$ cat config.mk
export PLATFORM = sky130hd
export DESIGN_NAME = stage_ex_divider
export DESIGN_NICKNAME = d
export VERILOG_FILES = /design/src/rtl/cpu_defines.sv /design/src/rtl/divider_step.sv /design/src/rtl/stage_ex_divider.sv
export SDC_FILE = /design/constraint.sdc
export NUM_CORES = 1
export LEC_CHECK = 0
export ABC_AREA = 1
export CAP_MARGIN = 20
export CORE_AREA = 2 2 233 235
export CTS_BUF_LIST = sky130_fd_sc_hd__clkbuf_2 sky130_fd_sc_hd__clkbuf_4 sky130_fd_sc_hd__clkbuf_8
export DETAILED_ROUTE_END_ITERATION = 8
export DIE_AREA = 0 0 235 237
export PLACE_DENSITY_LB_ADDON = 0.05
export SYNTH_ARGS = -nofsm -noshare
export SYNTH_HDL_FRONTEND = slang
export SYNTH_SLANG_ARGS = --single-unit
$ cat constraint.sdc
create_clock -name clock -period 12.6 [get_ports clock]
set_input_delay 2.52 -clock clock [delete_from_list [all_inputs] [get_ports clock]]
set_output_delay 2.52 -clock clock [all_outputs]
set_load 0.05 [all_outputs]
$ cat src/rtl/cpu_defines.sv
// Shared EX-stage definitions: divider state encoding, default datapath width
// and the LO/HI destination selectors used when stage_ex writes results.
package cpu_defines;

  localparam int unsigned DIV_WIDTH_DEFAULT = 32;
  localparam int unsigned DIV_COUNT_BITS_DEFAULT = 6;

  typedef enum logic [1:0] {
    DIV_IDLE = 2'd0,
    DIV_RUN  = 2'd1,
    DIV_DONE = 2'd2
  } div_state_e;

  typedef enum logic {
    DEST_LO = 1'b0,
    DEST_HI = 1'b1
  } hilo_dest_e;

endpackage

$ cat src/rtl/divider_step.sv
// One restoring-division step: shift in the next dividend bit, trial-subtract
// the divisor magnitude, keep the difference when it is non-negative.
module divider_step #(
  parameter int unsigned WIDTH = 32
) (
  input  logic [WIDTH-1:0] rem_i,
  input  logic             bit_i,
  input  logic [WIDTH-1:0] divisor_i,
  output logic [WIDTH-1:0] rem_o,
  output logic             q_bit_o
);

  logic [WIDTH:0] shifted;
  logic [WIDTH:0] trial;

  // rem_i < divisor_i always holds, so shifted < 2*divisor and fits WIDTH+1 bits
  always_comb begin
    shifted = {rem_i, bit_i};
    trial   = shifted - {1'b0, divisor_i};
    q_bit_o = ~trial[WIDTH];
    rem_o   = q_bit_o ? trial[WIDTH-1:0] : shifted[WIDTH-1:0];
  end

endmodule

$ cat src/rtl/stage_ex_divider.sv
// Iterative signed/unsigned divider for the EX stage: one quotient bit per
// cycle, cancel/flush support and divide-by-zero detection.
module stage_ex_divider
  import cpu_defines::*;
#(
  parameter int unsigned WIDTH      = DIV_WIDTH_DEFAULT,
  parameter int unsigned COUNT_BITS = DIV_COUNT_BITS_DEFAULT
) (
  input  logic             clock,
  input  logic             reset,
  input  logic             start,
  input  logic             signed_mode,
  input  logic             cancel,
  input  logic [WIDTH-1:0] dividend,
  input  logic [WIDTH-1:0] divisor,
  output logic             busy,
  output logic             ready,
  output logic             divide_by_zero,
  output logic [WIDTH-1:0] quotient,
  output logic [WIDTH-1:0] remainder
);

  div_state_e            state_q, state_d;
  logic [COUNT_BITS-1:0] count_q, count_d;
  logic [WIDTH-1:0]      rem_q, rem_d;
  logic [WIDTH-1:0]      dvd_q, dvd_d;
  logic [WIDTH-1:0]      dvs_q, dvs_d;
  logic                  q_neg_q, q_neg_d;
  logic                  r_neg_q, r_neg_d;
  logic [WIDTH-1:0]      quotient_q, quotient_d;
  logic [WIDTH-1:0]      remainder_q, remainder_d;
  logic                  dbz_q, dbz_d;
  logic                  busy_q, busy_d;
  logic                  ready_q, ready_d;

  logic [WIDTH-1:0]      step_rem;
  logic                  step_q;
  logic [WIDTH-1:0]      dvd_mag;
  logic [WIDTH-1:0]      dvs_mag;
  logic [WIDTH-1:0]      q_mag;
  logic                  accept;

  // dvd_q doubles as the quotient shift register: dividend bits leave at the
  // top while quotient bits enter at the bottom
  divider_step #(.WIDTH(WIDTH)) u_step (
    .rem_i     (rem_q),
    .bit_i     (dvd_q[WIDTH-1]),
    .divisor_i (dvs_q),
    .rem_o     (step_rem),
    .q_bit_o   (step_q)
  );

  always_comb begin
    state_d     = state_q;
    count_d     = count_q;
    rem_d       = rem_q;
    dvd_d       = dvd_q;
    dvs_d       = dvs_q;
    q_neg_d     = q_neg_q;
    r_neg_d     = r_neg_q;
    quotient_d  = quotient_q;
    remainder_d = remainder_q;
    dbz_d       = dbz_q;
    busy_d      = 1'b0;
    ready_d     = 1'b0;

    accept  = start & ~cancel;
    dvd_mag = (signed_mode && dividend[WIDTH-1]) ? (~dividend + WIDTH'(1)) : dividend;
    dvs_mag = (signed_mode && divisor[WIDTH-1])  ? (~divisor + WIDTH'(1))  : divisor;
    q_mag   = {dvd_q[WIDTH-2:0], step_q};

    case (state_q)
      DIV_IDLE, DIV_DONE: begin
        state_d = DIV_IDLE;
        if (accept) begin
          if (divisor == '0) begin
            state_d     = DIV_DONE;
            ready_d     = 1'b1;
            quotient_d  = '0;
            remainder_d = dividend;
            dbz_d       = 1'b1;
          end else begin
            state_d = DIV_RUN;
            busy_d  = 1'b1;
            dbz_d   = 1'b0;
            count_d = '0;
            rem_d   = '0;
            dvd_d   = dvd_mag;
            dvs_d   = dvs_mag;
            q_neg_d = signed_mode & (dividend[WIDTH-1] ^ divisor[WIDTH-1]);
            r_neg_d = signed_mode & dividend[WIDTH-1];
          end
        end
      end
      DIV_RUN: begin
        if (cancel) begin
          state_d = DIV_IDLE;
        end else begin
          rem_d   = step_rem;
          dvd_d   = q_mag;
          count_d = count_q + COUNT_BITS'(1);
          if (count_q == COUNT_BITS'(WIDTH - 1)) begin
            state_d     = DIV_DONE;
            ready_d     = 1'b1;
            quotient_d  = q_neg_q ? (~q_mag + WIDTH'(1)) : q_mag;
            remainder_d = r_neg_q ? (~step_rem + WIDTH'(1)) : step_rem;
          end else begin
            busy_d = 1'b1;
          end
        end
      end
      default: state_d = DIV_IDLE;
    endcase
  end

  always_ff @(posedge clock or negedge reset) begin
    if (!reset) begin
      state_q     <= DIV_IDLE;
      count_q     <= '0;
      rem_q       <= '0;
      dvd_q       <= '0;
      dvs_q       <= '0;
      q_neg_q     <= 1'b0;
      r_neg_q     <= 1'b0;
      quotient_q  <= '0;
      remainder_q <= '0;
      dbz_q       <= 1'b0;
      busy_q      <= 1'b0;
      ready_q     <= 1'b0;
    end else begin
      state_q     <= state_d;
      count_q     <= count_d;
      rem_q       <= rem_d;
      dvd_q       <= dvd_d;
      dvs_q       <= dvs_d;
      q_neg_q     <= q_neg_d;
      r_neg_q     <= r_neg_d;
      quotient_q  <= quotient_d;
      remainder_q <= remainder_d;
      dbz_q       <= dbz_d;
      busy_q      <= busy_d;
      ready_q     <= ready_d;
    end
  end

  assign busy           = busy_q;
  assign ready          = ready_q;
  assign divide_by_zero = dbz_q;
  assign quotient       = quotient_q;
  assign remainder      = remainder_q;

endmodule

==> run metrics, run 1 <==
status=complete, no violations; Final period util=0.450; max frequency=176 MHz; Max Cap Violations=0; Worst Hold Class=flop to flop; fraction of layout cells with a size suffix above 1=0.0520; Placer Congestion=0.881; critical path type=flop to flop; IO buf count=135; First DRT Iteration DRCs=861; total CTS buffers=17; grt ovf=0; setup bufs post-CTS=0; TritonCTS clock tree=yes; Synth area leader=dfrtp_1; worst reg2reg setup slack=6.92 ns; largest net degree at the start of global routing=103; final-report setup violation count=0; Netlist cell types=52; antenna violations before repair=0; Ys Warns=0; DRC viols=0; minimum clock period after layout=5.68 ns; cell count after synthesis=2,038; Starting Density=0.248; setup_tns=0 ns; slew margin rel.=0.346; final total power=0.00421 W; Static Leak=7.72 nW; Routed Antenna Nets=0; Post-DP HPWL=42,100 µm; most numerous cell in the Yosys netlist=nand2_1; CTS max path bufs=2; crit path max fanout=29; # fillers=5,996; VDD IR max=131 µV; Pins Over Slew Limit=0; Async SR Flop Fraction=1.00; skew final=0.0198 ns; FP Rows=85; Ports=136; router iterations before antenna repair=7; pre-CTS WS=6.52 ns; via count=13,205; clk sink count=173; Syn-to-layout area delta=18.3%; sequential fraction of the synthesis area=0.328; post-CTS sizing=0; CTS Hold Bufs=0; CP Data Required Time=13.09 ns; Mapped Nets=2,145; DR vias/cell=4.63; worst-margin pin slew=0.978 ns; CP max stage delay=0.59 ns; Worst Setup End Kind=flop; Mapped Area=13,200 µm²; Final Hold Viols=0; ranking of synthesized cells by area=dfrtp_1 33%, nand2_1 19%, inv_1 8.2%; number of synthesized register bits=173; Root Driver=clkbuf_8; Synth top area share=0.328; die width=235 µm; CP max stage cell=nand2_2; Data arrival, critical path=6.17 ns; global-route wire length before repair=81,400 µm; RSZ-0062 raised after global routing=no; Die Ht=237 µm; EDFF count, synth=0; fin nets=2,248; Main synth FF type=dfrtp_1; P per Cell Area=269 nW/µm²; Startpoint Class=flop; worst skew pair latency=0.58 ns; Avg Inst Size Synth=6.48 µm²; top post-synthesis cells by count=652 x nand2_1, 288 x inv_1, 174 x nor2_1; core area=53,300 µm²; vias in the first global route=12,952; buffer and inverter count on the worst path=2; die area=55,700 µm²; routed length per instance=18.9 µm; worst setup margin=6.92 ns; GRT Overall Usage=0.196; WL final=54,000 µm; critical path's top delay family=simple AND/OR/NAND/NOR gates; number of H-tree levels=4; Worst-path clk slew=0.11 ns
## cell type report
| class | instances | area (µm²) | area share |
|---|---|---|---|
| multi-input combinational | 1503 | 7470 | 0.478 |
| antenna | 1 | 2.50 | 0.000160 |
| timing repair buffer | 149 | 1480 | 0.0946 |
| inverter | 297 | 1120 | 0.0714 |
| clock inverter | 13 | 106 | 0.00680 |
| sequential | 173 | 4330 | 0.277 |
| clock buffer | 19 | 262 | 0.0167 |
| tap | 696 | 871 | 0.0557 |
## sequential cells by signal (all words and copies together), names as in the netlist
register        cells
remainder          32
dvs_q              32
busy                1
quotient           32
q_neg_q             1
ready               1
state_q             2
rem_q              32
count_q             6
dvd_q              32
divide_by_zero      1
r_neg_q             1
## cell usage in the layout, fill, tap and decap left out, types with 37 or more instances in the layout
master / count
a21oi_1: 76
clkdlybuf4s50_1: 134
dfrtp_1: 173
ha_1: 37
inv_1: 286
nand2_1: 652
nand3_1: 118
nor2_1: 173
o21ai_0: 148
xor2_1: 44
## layer usage
| metal | GRT usage | wire length, µm | share of wire | vias up |
|---|---|---|---|---|
| li1 | - | - | - | 6746 |
| met2 | 0.307 | 24000 | 0.45 | 279 |
| met5 | 0 | 0 | 0 | - |
| met3 | 0.0305 | 2130 | 0.039 | 49 |
| met4 | 0.0643 | 1150 | 0.021 | 0 |
| met1 | 0.274 | 26700 | 0.49 | 6131 |
## report_power, final
part / internal, W / total [W] / switching, W
clock network: 0.000151 / 0.000405 / 0.000254
registers: 0.000731 / 0.000882 / 0.000152
logic: 0.000854 / 0.00292 / 0.00207
## path summary, 6_finish.rpt
check,startpoint,end,cells after the start
worst max-delay path,dvs_q[0]$_DFFE_PN0P_,quotient[24]$_DFFE_PN0P_,26
worst max register to register,dvs_q[0]$_DFFE_PN0P_,quotient[24]$_DFFE_PN0P_,26
worst min register to register,quotient[30]$_DFFE_PN0P_,quotient[30]$_DFFE_PN0P_,2
worst min-delay path,quotient[30]$_DFFE_PN0P_,quotient[30]$_DFFE_PN0P_,2
min in group asynchronous,reset,remainder[7]$_DFFE_PN0P_,1
max in group asynchronous,reset,dvd_q[26]$_DFFE_PN0P_,3
## stage by stage
step / util / cell area (µm²) / cells / hold slack [ns]
after global routing: 0.294 / 15600 / 2850 / 0.519
after CTS: 0.293 / 15600 / 2849 / 0.494
after detailed placement: 0.286 / 15200 / 2817 / 0.465
after floorplan: - / 13200 / 2038 / 0.453
after global placement: 0.286 / 15200 / 2817 / 0.465
final: 0.294 / 15600 / 2851 / 0.490
## cell families (layout without fill, tap and decap cells)
family                     count (synthesis)  count (layout)  share of synthesized area
adders and majority gates                 38              38                     0.0365
DFF                                      173             173                      0.328
AOI/OAI and AO/OA                        326             326                      0.142
xor gates and xnor gates                  64              64                     0.0424
other                                      0               1                          0
buffers and inverters                    362             478                      0.108
and+or+nand+nor                         1075            1075                      0.344
## tightest hold or removal path, stage by stage (launching register included)
cell     delay (ns)
dfrtp_1        0.36
nand2_1        0.05
nand2_1        0.05
No activity file was read; power rests on OpenSTA's default activity.
==> run 2, diff against run 1 <==
==> constraint.sdc (replaced) <==
create_clock -name clock -period 5.8 [get_ports clock]
set_input_delay 1.16 -clock clock [delete_from_list [all_inputs] [get_ports clock]]
set_output_delay 1.16 -clock clock [all_outputs]
set_load 0.05 [all_outputs]
==> run metrics, run 2 (synthesized netlist as in run 1, its figures left out) <==
Startpoint Class=flop (unchanged); setup bufs post-CTS=0 (unchanged); CP max stage delay=0.45 ns (was 0.59 ns); routed length per instance=18.9 µm (about the same); TritonCTS clock tree=yes (unchanged); Worst Hold Class=flop to flop (unchanged); CTS max path bufs=2 (unchanged); critical path's top delay family=simple AND/OR/NAND/NOR gates (unchanged); Worst Setup End Kind=flop (unchanged); FP Rows=85 (unchanged); CP Data Required Time=6.27 ns (was 13.09 ns); WL final=54,000 µm (about the same); core area=53,300 µm² (unchanged); Sequential cell area=4330 µm² (unchanged); GRT Overall Usage=0.194 (was 0.196); max frequency=210 MHz (was 176 MHz); setup_tns=0 ns (unchanged); Post-DP HPWL=42,700 µm (was 42,100 µm); grt ovf=0 (unchanged); Static Leak=7.80 nW (was 7.72 nW); commonest non-fill, non-tap cell in the layout=nand2_1 (unchanged); DR vias/cell=4.66 (was 4.63); Final period util=0.822 (was 0.450); First DRT Iteration DRCs=895 (was 861); P per Cell Area=592 nW/µm² (was 269 nW/µm²); clk sink count=173 (unchanged); worst skew pair latency=0.57 ns (was 0.58 ns); fraction of layout cells with a size suffix above 1=0.0564 (was 0.0520); Placer Congestion=0.900 (was 0.881); via count=13,325 (was 13,205); Routed Antenna Nets=0 (unchanged); DRC viols=0 (unchanged); multi-input combinational cell area=7470 µm² (unchanged); VDD IR max=221 µV (was 131 µV); status=complete, no violations (unchanged); largest net degree at the start of global routing=98 (was 103); final-report setup violation count=0 (unchanged); commonest non-fill, non-tap cells in the layout=652 x nand2_1, 286 x inv_1, 173 x nor2_1, 173 x dfrtp_1, 148 x o21ai_0 (unchanged); minimum clock period after layout=4.77 ns (was 5.68 ns); CP max stage cell=dfrtp_1 (was nand2_2); crit path max fanout=5 (was 29); CP most frequent cell=nand2_1; worst-margin pin slew=0.935 ns (was 0.978 ns); Data arrival, critical path=5.24 ns (was 6.17 ns); antenna violations before repair=0 (unchanged); CTS Hold Bufs=0 (unchanged); number of H-tree levels=4 (unchanged); RSZ-0062 raised after global routing=no (unchanged); fin nets=2,258 (was 2,248); total CTS buffers=17 (unchanged); hold slack=0.485 ns (was 0.490 ns); die width=235 µm (unchanged); Starting Density=0.248 (unchanged); die area=55,700 µm² (unchanged); Syn-to-layout area delta=19.4% (was 18.3%); vias in the first global route=12,932 (was 12,952); Worst-path clk slew=0.11 ns (about the same); Pins Over Slew Limit=0 (unchanged); Ports=136 (unchanged); antenna diode count=0 (was 1); IO buf count=135 (unchanged); Root Driver=clkbuf_8 (unchanged); router iterations before antenna repair=6 (was 7); post-CTS sizing=0 (unchanged); slew margin rel.=0.370 (was 0.346); skew final=0.0159 ns (was 0.0198 ns); global-route wire length before repair=81,500 µm (was 81,400 µm); Max Cap Violations=0 (unchanged); Final Hold Viols=0 (unchanged); # fillers=5,881 (was 5,996); critical path type=flop to flop (unchanged); Die Ht=237 µm (unchanged); buffer and inverter count on the worst path=2 (unchanged)
-- run 2: path summary, 6_finish.rpt --
path	end	from	slack (ns)	cells past startpoint
worst min-delay path	remainder[29]$_DFFE_PN0P_	remainder[29]$_DFFE_PN0P_	0.48	2
worst min register to register	remainder[29]$_DFFE_PN0P_	remainder[29]$_DFFE_PN0P_	0.48	2
max in group asynchronous	quotient[14]$_DFFE_PN0P_	reset	4.02	2
min in group asynchronous	remainder[6]$_DFFE_PN0P_	reset	0.66	1
worst max-delay path	quotient[28]$_DFFE_PN0P_	dvs_q[0]$_DFFE_PN0P_	1.03	27
worst max register to register	quotient[28]$_DFFE_PN0P_	dvs_q[0]$_DFFE_PN0P_	1.03	27
-- run 2: per-layer routing --
| metal | global-route usage | share of wire |
|---|---|---|
| met3 | 0.0315 | 0.040 |
| met5 | 0 | 0 |
| met4 | 0.0510 | 0.016 |
| met1 | 0.274 | 0.50 |
| met2 | 0.307 | 0.45 |
-- run 2: worst register-to-register path, stage by stage, from the launching register on --
cell	delay, ns
dfrtp_1	0.45
ha_1	0.18
inv_1	0.07
fa_1	0.41
nand2_1	0.09
nand2_1	0.09
nand3_1	0.11
nand2_2	0.10
nand2_2	0.09
nand2_2	0.07
nand2_4	0.10
nand3_2	0.12
nand2_2	0.17
ha_1	0.17
inv_1	0.05
nor3_1	0.21
nand3_1	0.14
nor3_1	0.27
nand3_1	0.16
nor3_1	0.27
nand2_1	0.15
nor3_1	0.38
nand4_1	0.22
nor2_1	0.21
nand2_1	0.08
nand2_1	0.07
xor2_1	0.16
o21ai_0	0.09
-- run 2: power breakdown --
group | leakage, nW | internal, W | switching [W] | total (W)
sequential | 2.22 | 0.00159 | 0.000319 | 0.00191
clock | 0.221 | 0.000487 | 0.000534 | 0.00102
combinational | 5.35 | 0.00187 | 0.00454 | 0.00641
total | 7.80 | 0.00394 | 0.00539 | 0.00933
-- run 2: cell type report --
type | instances | area share
tap | 696 | 0.0552
timing repair buffer | 159 | 0.0981
inverter | 297 | 0.0707
multi-input combinational | 1503 | 0.474
sequential | 173 | 0.274
clock inverter | 13 | 0.0119
clock buffer | 19 | 0.0162
-- run 2: metrics by stage --
step                      utilization  cell area (µm²)  std cells  setup slack (ns)  power, W
after global routing            0.296            15800       2860             0.631    0.0102
after detailed placement        0.288            15300       2828              1.03   0.00836
after floorplan                     -            13200       2038              1.85   0.00632
after CTS                       0.296            15800       2860              1.04   0.00943
final                           0.296            15800       2860              1.03   0.00933
after global placement          0.288            15300       2828              1.26   0.00839
